File: config.mk
export PLATFORM = sky130hd
export DESIGN_NAME = scene_renderer
export DESIGN_NICKNAME = d
export VERILOG_FILES = /design/src/rtl/scene_renderer.sv
export SDC_FILE = /design/constraint.sdc
export NUM_CORES = 1
export LEC_CHECK = 0
export ABC_AREA = 1
export CAP_MARGIN = 10
export CORE_ASPECT_RATIO = 0.8
export CORE_MARGIN = 2
export CORE_UTILIZATION = 51
export CTS_BUF_LIST = sky130_fd_sc_hd__clkbuf_16
export CTS_CLUSTER_DIAMETER = 50
export DETAILED_ROUTE_END_ITERATION = 10
export PLACE_DENSITY = 0.79
export SYNTH_ARGS = -nofsm -noshare
export SYNTH_HDL_FRONTEND = slang
export SYNTH_SLANG_ARGS = --single-unit
File: constraint.sdc
create_clock -name CLK -period 3 [get_ports CLK]
set_input_delay 0.45 -clock CLK [delete_from_list [all_inputs] [get_ports CLK]]
set_output_delay 0.45 -clock CLK [all_outputs]
set_load 0.05 [all_outputs]
File: src/rtl/scene_renderer.sv
// scene_renderer: per-pixel RGB generator for the Vga controller.
// Game state is frozen once per frame at the last active pixel; colour appears two clocks after its address.
module scene_renderer #(
  parameter int DINO_X       = 64,
  parameter int DINO_W       = 32,
  parameter int DINO_H       = 40,
  parameter int GROUND_Y     = 400,
  parameter int GROUND_H     = 4,
  parameter int H_SCALE      = 2,
  parameter int BLINK_FRAMES = 16
) (
  input  logic        CLK,
  input  logic        clrn,
  input  logic [8:0]  row_addr,
  input  logic [9:0]  col_addr,
  input  logic        rdn,
  input  logic [5:0]  dinosaur_height,
  input  logic [5:0]  ground_position,
  input  logic        game_status,
  output logic [11:0] vga_data,
  output logic        frame_tick
);

  localparam int BLINK_BIT = $clog2(BLINK_FRAMES);

  logic       latch_cond;
  logic       latch_d;
  logic [5:0] hgt;
  logic [5:0] pos;
  logic       sts;
  logic [4:0] blink_cnt;
  logic       blink_on;

  logic [8:0] row_d;
  logic [9:0] col_d;
  logic       rdn_d;

  logic [9:0] row_w;
  logic [9:0] dino_top;
  logic [5:0] gnd_phase;
  logic       dino_hit;
  logic       gnd_hit;

  assign latch_cond = (row_addr == 9'd479) && (col_addr == 10'd639);
  assign blink_on   = blink_cnt[BLINK_BIT];

  // Snapshot loads only on the rising edge of latch_cond, so a stalled address cannot reload it.
  always_ff @(posedge CLK or negedge clrn) begin
    if (!clrn) begin
      latch_d    <= 1'b0;
      frame_tick <= 1'b0;
      hgt        <= 6'd0;
      pos        <= 6'd0;
      sts        <= 1'b0;
      blink_cnt  <= 5'd0;
    end else begin
      latch_d    <= latch_cond;
      frame_tick <= latch_cond && !latch_d;
      if (latch_cond && !latch_d) begin
        hgt <= dinosaur_height;
        pos <= ground_position;
        sts <= game_status;
      end
      if (frame_tick) begin
        blink_cnt <= sts ? 5'd0 : blink_cnt + 5'd1;
      end
    end
  end

  always_ff @(posedge CLK or negedge clrn) begin
    if (!clrn) begin
      row_d <= 9'd0;
      col_d <= 10'd0;
      rdn_d <= 1'b0;
    end else begin
      row_d <= row_addr;
      col_d <= col_addr;
      rdn_d <= rdn;
    end
  end

  // The ground pattern is a 64-px period stripe shifted by the scroll phase; the add wraps in 6 bits.
  always_comb begin
    row_w     = {1'b0, row_d};
    dino_top  = 10'(GROUND_Y - DINO_H - int'(hgt) * H_SCALE);
    gnd_phase = col_d[5:0] + pos;
    dino_hit  = (col_d >= 10'(DINO_X)) && (col_d < 10'(DINO_X + DINO_W)) &&
                (row_w >= dino_top) && (row_w < dino_top + 10'(DINO_H));
    gnd_hit   = (row_w >= 10'(GROUND_Y)) && (row_w < 10'(GROUND_Y + GROUND_H)) &&
                (gnd_phase < 6'd32);
  end

  always_ff @(posedge CLK or negedge clrn) begin
    if (!clrn) begin
      vga_data <= 12'h000;
    end else if (rdn_d) begin
      vga_data <= 12'h000;
    end else if (dino_hit) begin
      vga_data <= (!sts && blink_on) ? 12'hF00 : 12'h555;
    end else if (gnd_hit) begin
      vga_data <= 12'h333;
    end else begin
      vga_data <= 12'hFFF;
    end
  end

endmodule

==> flow_summary.json, run 1 <==
{
  "outcome": "finished, final reports clean",
  "yosys-top-cells-area": "dfrtp_1, ha_1, nand2_1",
  "wl_um": 4280,
  "rows": 22,
  "endpoint_kind": "register",
  "grt_pass1_vias": 1722,
  "viasPerCell": 4.87,
  "setup_tns_ps": 0,
  "drc": 0,
  "synth_cell_types": 34,
  "regToRegSetupSlack_ps": 290,
  "fin_skew_ps": 2.37,
  "antenna_cells": 0,
  "ir_drop_mv": 0.292,
  "drt_pass1_iterations": 4,
  "ys_ff_latch": 48,
  "cp_max_fo": 4,
  "ctsHoldBuffers": 0,
  "dieWidth_um": 80.2,
  "io_pins": 48,
  "ctsLongestPathBuffers": 2,
  "post-cts-setup-buffer-count": 0,
  "grt_max_degree": 49,
  "worstPathCellList": "inv_2 -> ha_1 -> or2_4 -> nand2_1 -> ha_1 -> o21ai_0 -> nand2_1 -> o21ai_0 -> ha_1 -> a21o_1 -> a21oi_1 -> o211ai_1 -> nor2_2 -> nand3_1 -> nand2_1 -> nor2_1",
  "leakage_nw": 1.52,
  "maxSlewHeadroom_pct": 32.4,
  "start_util_pct": 52.5,
  "r2r_cells": 16,
  "port_buffers": 47,
  "seq_area_frac_synth_pct": 50.7,
  "syn_nets": 313,
  "min_period_over_period_pct": 90.4,
  "cts.clk_slew.worst_paths_ps": 60,
  "ant_nets": 0,
  "gp_congestion": 0.854,
  "drt_iter0_markers": 89,
  "setup.worst_path.start_class": "register",
  "dieArea_mm2": 0.00521,
  "crit_buf_inv": 1,
  "grt_pass1_wl_um": 7490,
  "setup_violations": 0,
  "post-route-min-period_ps": 2710,
  "arrival_ps": 2880,
  "hp-class": "in -> async",
  "worst_skew_pair.late_latency_ps": 280,
  "timing.rr.start": "hgt[0]$_DFFE_PN0P_",
  "dp_hpwl_um": 3380,
  "powerDensity_mw_per_mm2": 454,
  "dieHeight_um": 65.0,
  "layout-drive-gt1-share_pct": 8.82,
  "cts_root_buf": "clkbuf_16",
  "fin_nets": 360,
  "synthToLayoutAreaGrowth_pct": 26.6,
  "rsz0062_at_grt": "no",
  "overflow": 0,
  "hold_viol": 0,
  "dp_slack_ps": 245,
  "cts_made_buffers": 5,
  "timing.fmax_mhz": 369,
  "antenna_found_initial": 0,
  "post_drt_wl_per_cell_um": 11.7,
  "core_area_mm2": 0.00451,
  "avgSynthCellArea_um2": 9.18,
  "worst_ep_required_time_ps": 3170,
  "synth_area_mm2": 0.00237,
  "setup_ws_ps": 289,
  "cp_slowest_stage_delay_ps": 390,
  "synthCells": 258,
  "grt_usage_pct": 18.8,
  "synth_largest_area_cell": "dfrtp_1",
  "slew_viol_final": 0,
  "cap_violations": 0,
  "critPathKind": "reg -> reg",
  "synth_top_cell_area_share_pct": 50.7,
  "cts_sinks": 48,
  "yosys_warnings": 0,
  "num_vias": 1781,
  "h-tree-depth": 2,
  "worst_r2r_endpoint": "vga_data[6]$_DFF_PN0_",
  "startpoint": "hgt[0]$_DFFE_PN0P_",
  "worst_path_max_delay_cell": "dfrtp_1",
  "worst_slew_pin_slew_ps": 1010,
  "cts_tree": "yes",
  "cp_top_family": "simple AND/OR/NAND/NOR gates",
  "fillers": 379
}
per-layer routing:
| metal | GRT usage [%] | vias up | share of wire (%) |
|---|---|---|---|
| met5 | 0 | - | 0 |
| met4 | 6.36 | 0 | 1.3 |
| met3 | 4.32 | 6 | 5.4 |
| met2 | 31.0 | 56 | 47 |
| met1 | 24.6 | 799 | 46 |
| li1 | - | 920 | - |
where the power goes:
| group | switching [mW] | total (mW) | leakage, nW | internal, mW |
|---|---|---|---|---|
| registers | 0.0105 | 0.677 | 0.569 | 0.667 |
| clock network | 0.231 | 0.539 | 0.0716 | 0.307 |
| logic | 0.0772 | 0.146 | 0.879 | 0.0685 |
state kept, by name, summed over array words and instances, names as in the netlist, 5 cells and up:
register and flops:
col_d 10, row_d 9, vga_data 8, hgt 6, pos 6, blink_cnt 5
per-stage QoR:
step | cells | utilization [%] | total power, mW | instance area [um^2] | hold slack, ps
2_1_floorplan | 258 | - | 0.753 | 2370 | 154
3_3_place_gp | 358 | 63.2 | 0.833 | 2850 | 411
3_5_place_dp | 358 | 63.2 | 0.836 | 2850 | 418
4_1_cts | 366 | 66.4 | 1.37 | 3000 | 394
5_1_grt | 366 | 66.4 | 1.42 | 3000 | 438
6_report | 366 | 66.4 | 1.36 | 3000 | 341
cell usage after synthesis:
cell type,count
a21o_1,2
nand3_2,1
a21oi_1,7
inv_2,5
and3_1,1
o21bai_1,1
a21oi_2,1
o21ai_2,1
nor3b_2,1
o21ai_0,5
buf_4,4
a21oi_4,1
nor2_1,17
nor4_1,2
nor3b_1,1
nand4_1,4
dfrtp_1,48
o21ai_1,7
o21a_1,1
ha_1,20
nor3_1,2
inv_1,33
o211ai_1,1
buf_6,2
a31o_2,1
xor2_1,2
or2_4,1
xnor2_1,1
nand2_2,5
nand3_1,13
nand2_1,64
nand3b_1,1
clkbuf_1,1
nor3_4,1
cells by family after synthesis:
family,count (synthesis),share of synthesized area [%]
buffers and inverters,45,8.40
AO/OA/AOI/OAI,28,7.40
XOR/XNOR,3,1.11
flip-flops,48,50.7
AND/OR/NAND/NOR,114,21.8
adder cells (fa/ha/maj),20,10.6
repair_timing:
item / CTS / global route
endpoints found under the setup margin: 0 / 2
endpoints found under the hold margin: 0 / 0
resized for setup: 0 / 1
area by class of cell:
class / count / area, um^2 / share of cell area [%]
sequential: 48 / 1200 / 40.1
multi-input combinational: 165 / 971 / 32.4
timing repair buffer: 47 / 465 / 15.5
tap: 60 / 75.1 / 2.50
inverter: 38 / 143 / 4.76
clock inverter: 3 / 17.5 / 0.584
clock buffer: 5 / 125 / 4.17
placed cells by master (no fill, tap or decap), drive strengths merged, types with 4 or more instances in the layout:
cell,instances
nand2,69
dfrtp,48
clkdlybuf4s50,46
inv,39
ha,20
nor2,17
nand3,14
o21ai,13
a21oi,9
clkbuf,5
nand4,4
worst max-delay path by stage:
stage	to	slack (ps)	cells after the start
final	vga_data[6]$_DFF_PN0_	290	16
after global routing	vga_data[11]$_DFF_PN0_	40	16
after CTS	vga_data[6]$_DFF_PN0_	230	16
after detailed placement	vga_data[6]$_DFF_PN0_	250	16
after global placement	vga_data[6]$_DFF_PN0_	370	16
after floorplan	vga_data[11]$_DFF_PN0_	510	16
Power figures use the tool's default switching activity.
==> run 2, diff against run 1 <==
--- a/config.mk
+++ b/config.mk
@@ -9,11 +9,11 @@
 export CAP_MARGIN = 10
 export CORE_ASPECT_RATIO = 0.8
 export CORE_MARGIN = 2
-export CORE_UTILIZATION = 51
-export CTS_BUF_LIST = sky130_fd_sc_hd__clkbuf_16
+export CORE_UTILIZATION = 55
 export CTS_CLUSTER_DIAMETER = 50
 export DETAILED_ROUTE_END_ITERATION = 10
-export PLACE_DENSITY = 0.79
+export HOLD_SLACK_MARGIN = 0.1
+export PLACE_DENSITY = 0.85
 export SYNTH_ARGS = -nofsm -noshare
 export SYNTH_HDL_FRONTEND = slang
 export SYNTH_SLANG_ARGS = --single-unit
==> constraint.sdc (replaced) <==
create_clock -name CLK -period 3.4 [get_ports CLK]
set_input_delay 0.51 -clock CLK [delete_from_list [all_inputs] [get_ports CLK]]
set_output_delay 0.51 -clock CLK [all_outputs]
set_load 0.05 [all_outputs]
==> flow_summary.json, run 2 (synthesis results as in run 1) <==
{
  "worst_ep_required_time_ps": 3590,
  "layout-drive-gt1-share_pct": 8.82,
  "drt_pass1_iterations": 4,
  "drt_iter0_markers": 95,
  "cts_tree": "yes",
  "placed_cell_area_mm2": 0.00285,
  "critPathKind": "reg -> reg",
  "crit_buf_inv": 1,
  "antenna_found_initial": 0,
  "port_buffers": 47,
  "design_area_mm2": 0.00295,
  "setup_tns_ps": 0,
  "post-cts-setup-buffer-count": 0,
  "cts_made_buffers": 5,
  "post-route-min-period_ps": 2810,
  "dp_hpwl_um": 3450,
  "endpoint_kind": "register",
  "regToRegSetupSlack_ps": 590,
  "dieArea_mm2": 0.00485,
  "maxSlewHeadroom_pct": 34.5,
  "wl_um": 4380,
  "swShare_pct": 24.5,
  "start_util_pct": 57.1,
  "grt_pass1_vias": 1800,
  "powerDensity_mw_per_mm2": 366,
  "arrival_ps": 3010,
  "fin_skew_ps": 6.10,
  "grt_pass1_wl_um": 7690,
  "utilization_pct": 70.9,
  "post_drt_wl_per_cell_um": 12.1,
  "worst_slew_pin_slew_ps": 983,
  "seqPwrFrac_pct": 55.3,
  "dieHeight_um": 62.7,
  "min_period_over_period_pct": 82.8,
  "core_area_mm2": 0.00415,
  "clkPwrFrac_pct": 32.7,
  "fillers": 353,
  "startpoint": "hgt[0]$_DFFE_PN0P_",
  "leakage_nw": 1.50,
  "grt_usage_pct": 20.5,
  "setup_violations": 0,
  "cts.clk_slew.worst_paths_ps": 90,
  "hold_viol": 0,
  "rows": 21,
  "crit_path_end": "vga_data[11]$_DFF_PN0_",
  "path_depth": 16,
  "final_cell_mix": "nand2_1, dfrtp_1, clkdlybuf4s50_1",
  "outcome": "finished, final reports clean",
  "cts_resized": 0,
  "slew_viol_final": 0,
  "ctsLongestPathBuffers": 2,
  "comb_power_share_pct": 12.0,
  "fin_nets": 360,
  "io_pins": 48,
  "num_vias": 1803,
  "worst_skew_pair.late_latency_ps": 300,
  "ctsHoldBuffers": 0,
  "h-tree-depth": 2,
  "largest_reg_flops": 10,
  "cts_sinks": 48,
  "regMostFlops": "col_d",
  "final_common_cell": "nand2_1",
  "largestRegisters": "col_d x10, row_d x9, vga_data x8",
  "worst_r2r_endpoint": "vga_data[11]$_DFF_PN0_",
  "ir_drop_mv": 0.272,
  "worst_path_max_delay_cell": "dfrtp_1",
  "hp-class": "in -> async",
  "r2r_cells": 16,
  "viasPerCell": 4.97,
  "rsz0062_at_grt": "no",
  "cp_max_fo": 4,
  "setup.worst_path.start_class": "register",
  "grt_max_degree": 49,
  "gp_congestion": 0.878,
  "cp_top_family": "simple AND/OR/NAND/NOR gates",
  "antenna_cells": 0,
  "cp_slowest_stage_delay_ps": 390,
  "timing.rr.start": "hgt[0]$_DFFE_PN0P_",
  "synthToLayoutAreaGrowth_pct": 24.4,
  "cap_violations": 0,
  "switchingPower_mw": 0.264,
  "ant_nets": 0,
  "worstPathCellList": "inv_2 -> ha_1 -> or2_4 -> nand2_1 -> ha_1 -> o21ai_0 -> nand2_1 -> o21ai_0 -> ha_1 -> a21o_1 -> a21oi_1 -> o211ai_1 -> nor2_1 -> nand3_1 -> nand2_1 -> nor2_1",
  "dieWidth_um": 77.4,
  "p_int_mw": 0.814,
  "overflow": 0,
  "drc": 0,
  "cts_root_buf": "clkbuf_8",
  "timing.fmax_mhz": 355
}
==> run 2: changes by cell type in the layout (fill, tap and decap cells not counted) <==
| cell | before | now |
|---|---|---|
| clkbuf_16 | 5 | 0 |
| nor2_1 | 16 | 17 |
| nor2_2 | 1 | 0 |
| clkinv_1 | 1 | 0 |
| clkbuf_8 | 0 | 6 |
==> run 2: power groups by stage <==
stage	Sequential (mW)	Combinational (mW)	Clock [mW]
after global routing	0.599	0.141	0.387
after detailed placement	0.608	0.130	0
after CTS	0.597	0.130	0.360
after global placement	0.608	0.127	0
after floorplan	0.624	0.0400	0
final	0.597	0.129	0.352
==> run 2: worst min path at each step <==
| stage | slack, ps | from | cells past startpoint | end |
|---|---|---|---|---|
| floorplan | 210 | clrn | 0 | blink_cnt[0]$_DFFE_PN0P_ |
| global placement | 420 | rdn_d$_DFF_PN0_ | 1 | vga_data[10]$_DFF_PN0_ |
| detailed placement | 420 | rdn_d$_DFF_PN0_ | 1 | vga_data[10]$_DFF_PN0_ |
| CTS | 390 | clrn | 1 | rdn_d$_DFF_PN0_ |
| global route | 450 | clrn | 1 | vga_data[4]$_DFF_PN0_ |
| finish | 360 | clrn | 1 | rdn_d$_DFF_PN0_ |
==> run 2: layout make-up <==
type	instances	area, um^2	share of cell area, %
Clock buffer	6	82.6	2.80
Clock inverter	2	13.8	0.467
Inverter	38	143	4.84
Multi-Input combinational cell	165	968	32.9
Sequential cell	48	1200	40.8
Tap cell	57	71.3	2.42
Timing Repair Buffer	47	465	15.8
==> run 2: metal layers <==
metal  track usage (%)  vias to the layer above  routed length, um
met5                 0                        -                  0
met4              8.26                        0                 65
met3              5.64                        6                235
met2              34.8                       50               2140
met1              25.0                      831               1940
li1                  -                      916                  -
==> run 2: metrics by stage <==
step                cells  hold slack [ps]  total power [mW]  worst slack [ps]
global placement      355              415             0.735               781
floorplan             258              214             0.664               912
CTS                   363              388              1.09               617
finish                363              360              1.08               586
detailed placement    355              424             0.738               637
global route          363              451              1.13               387
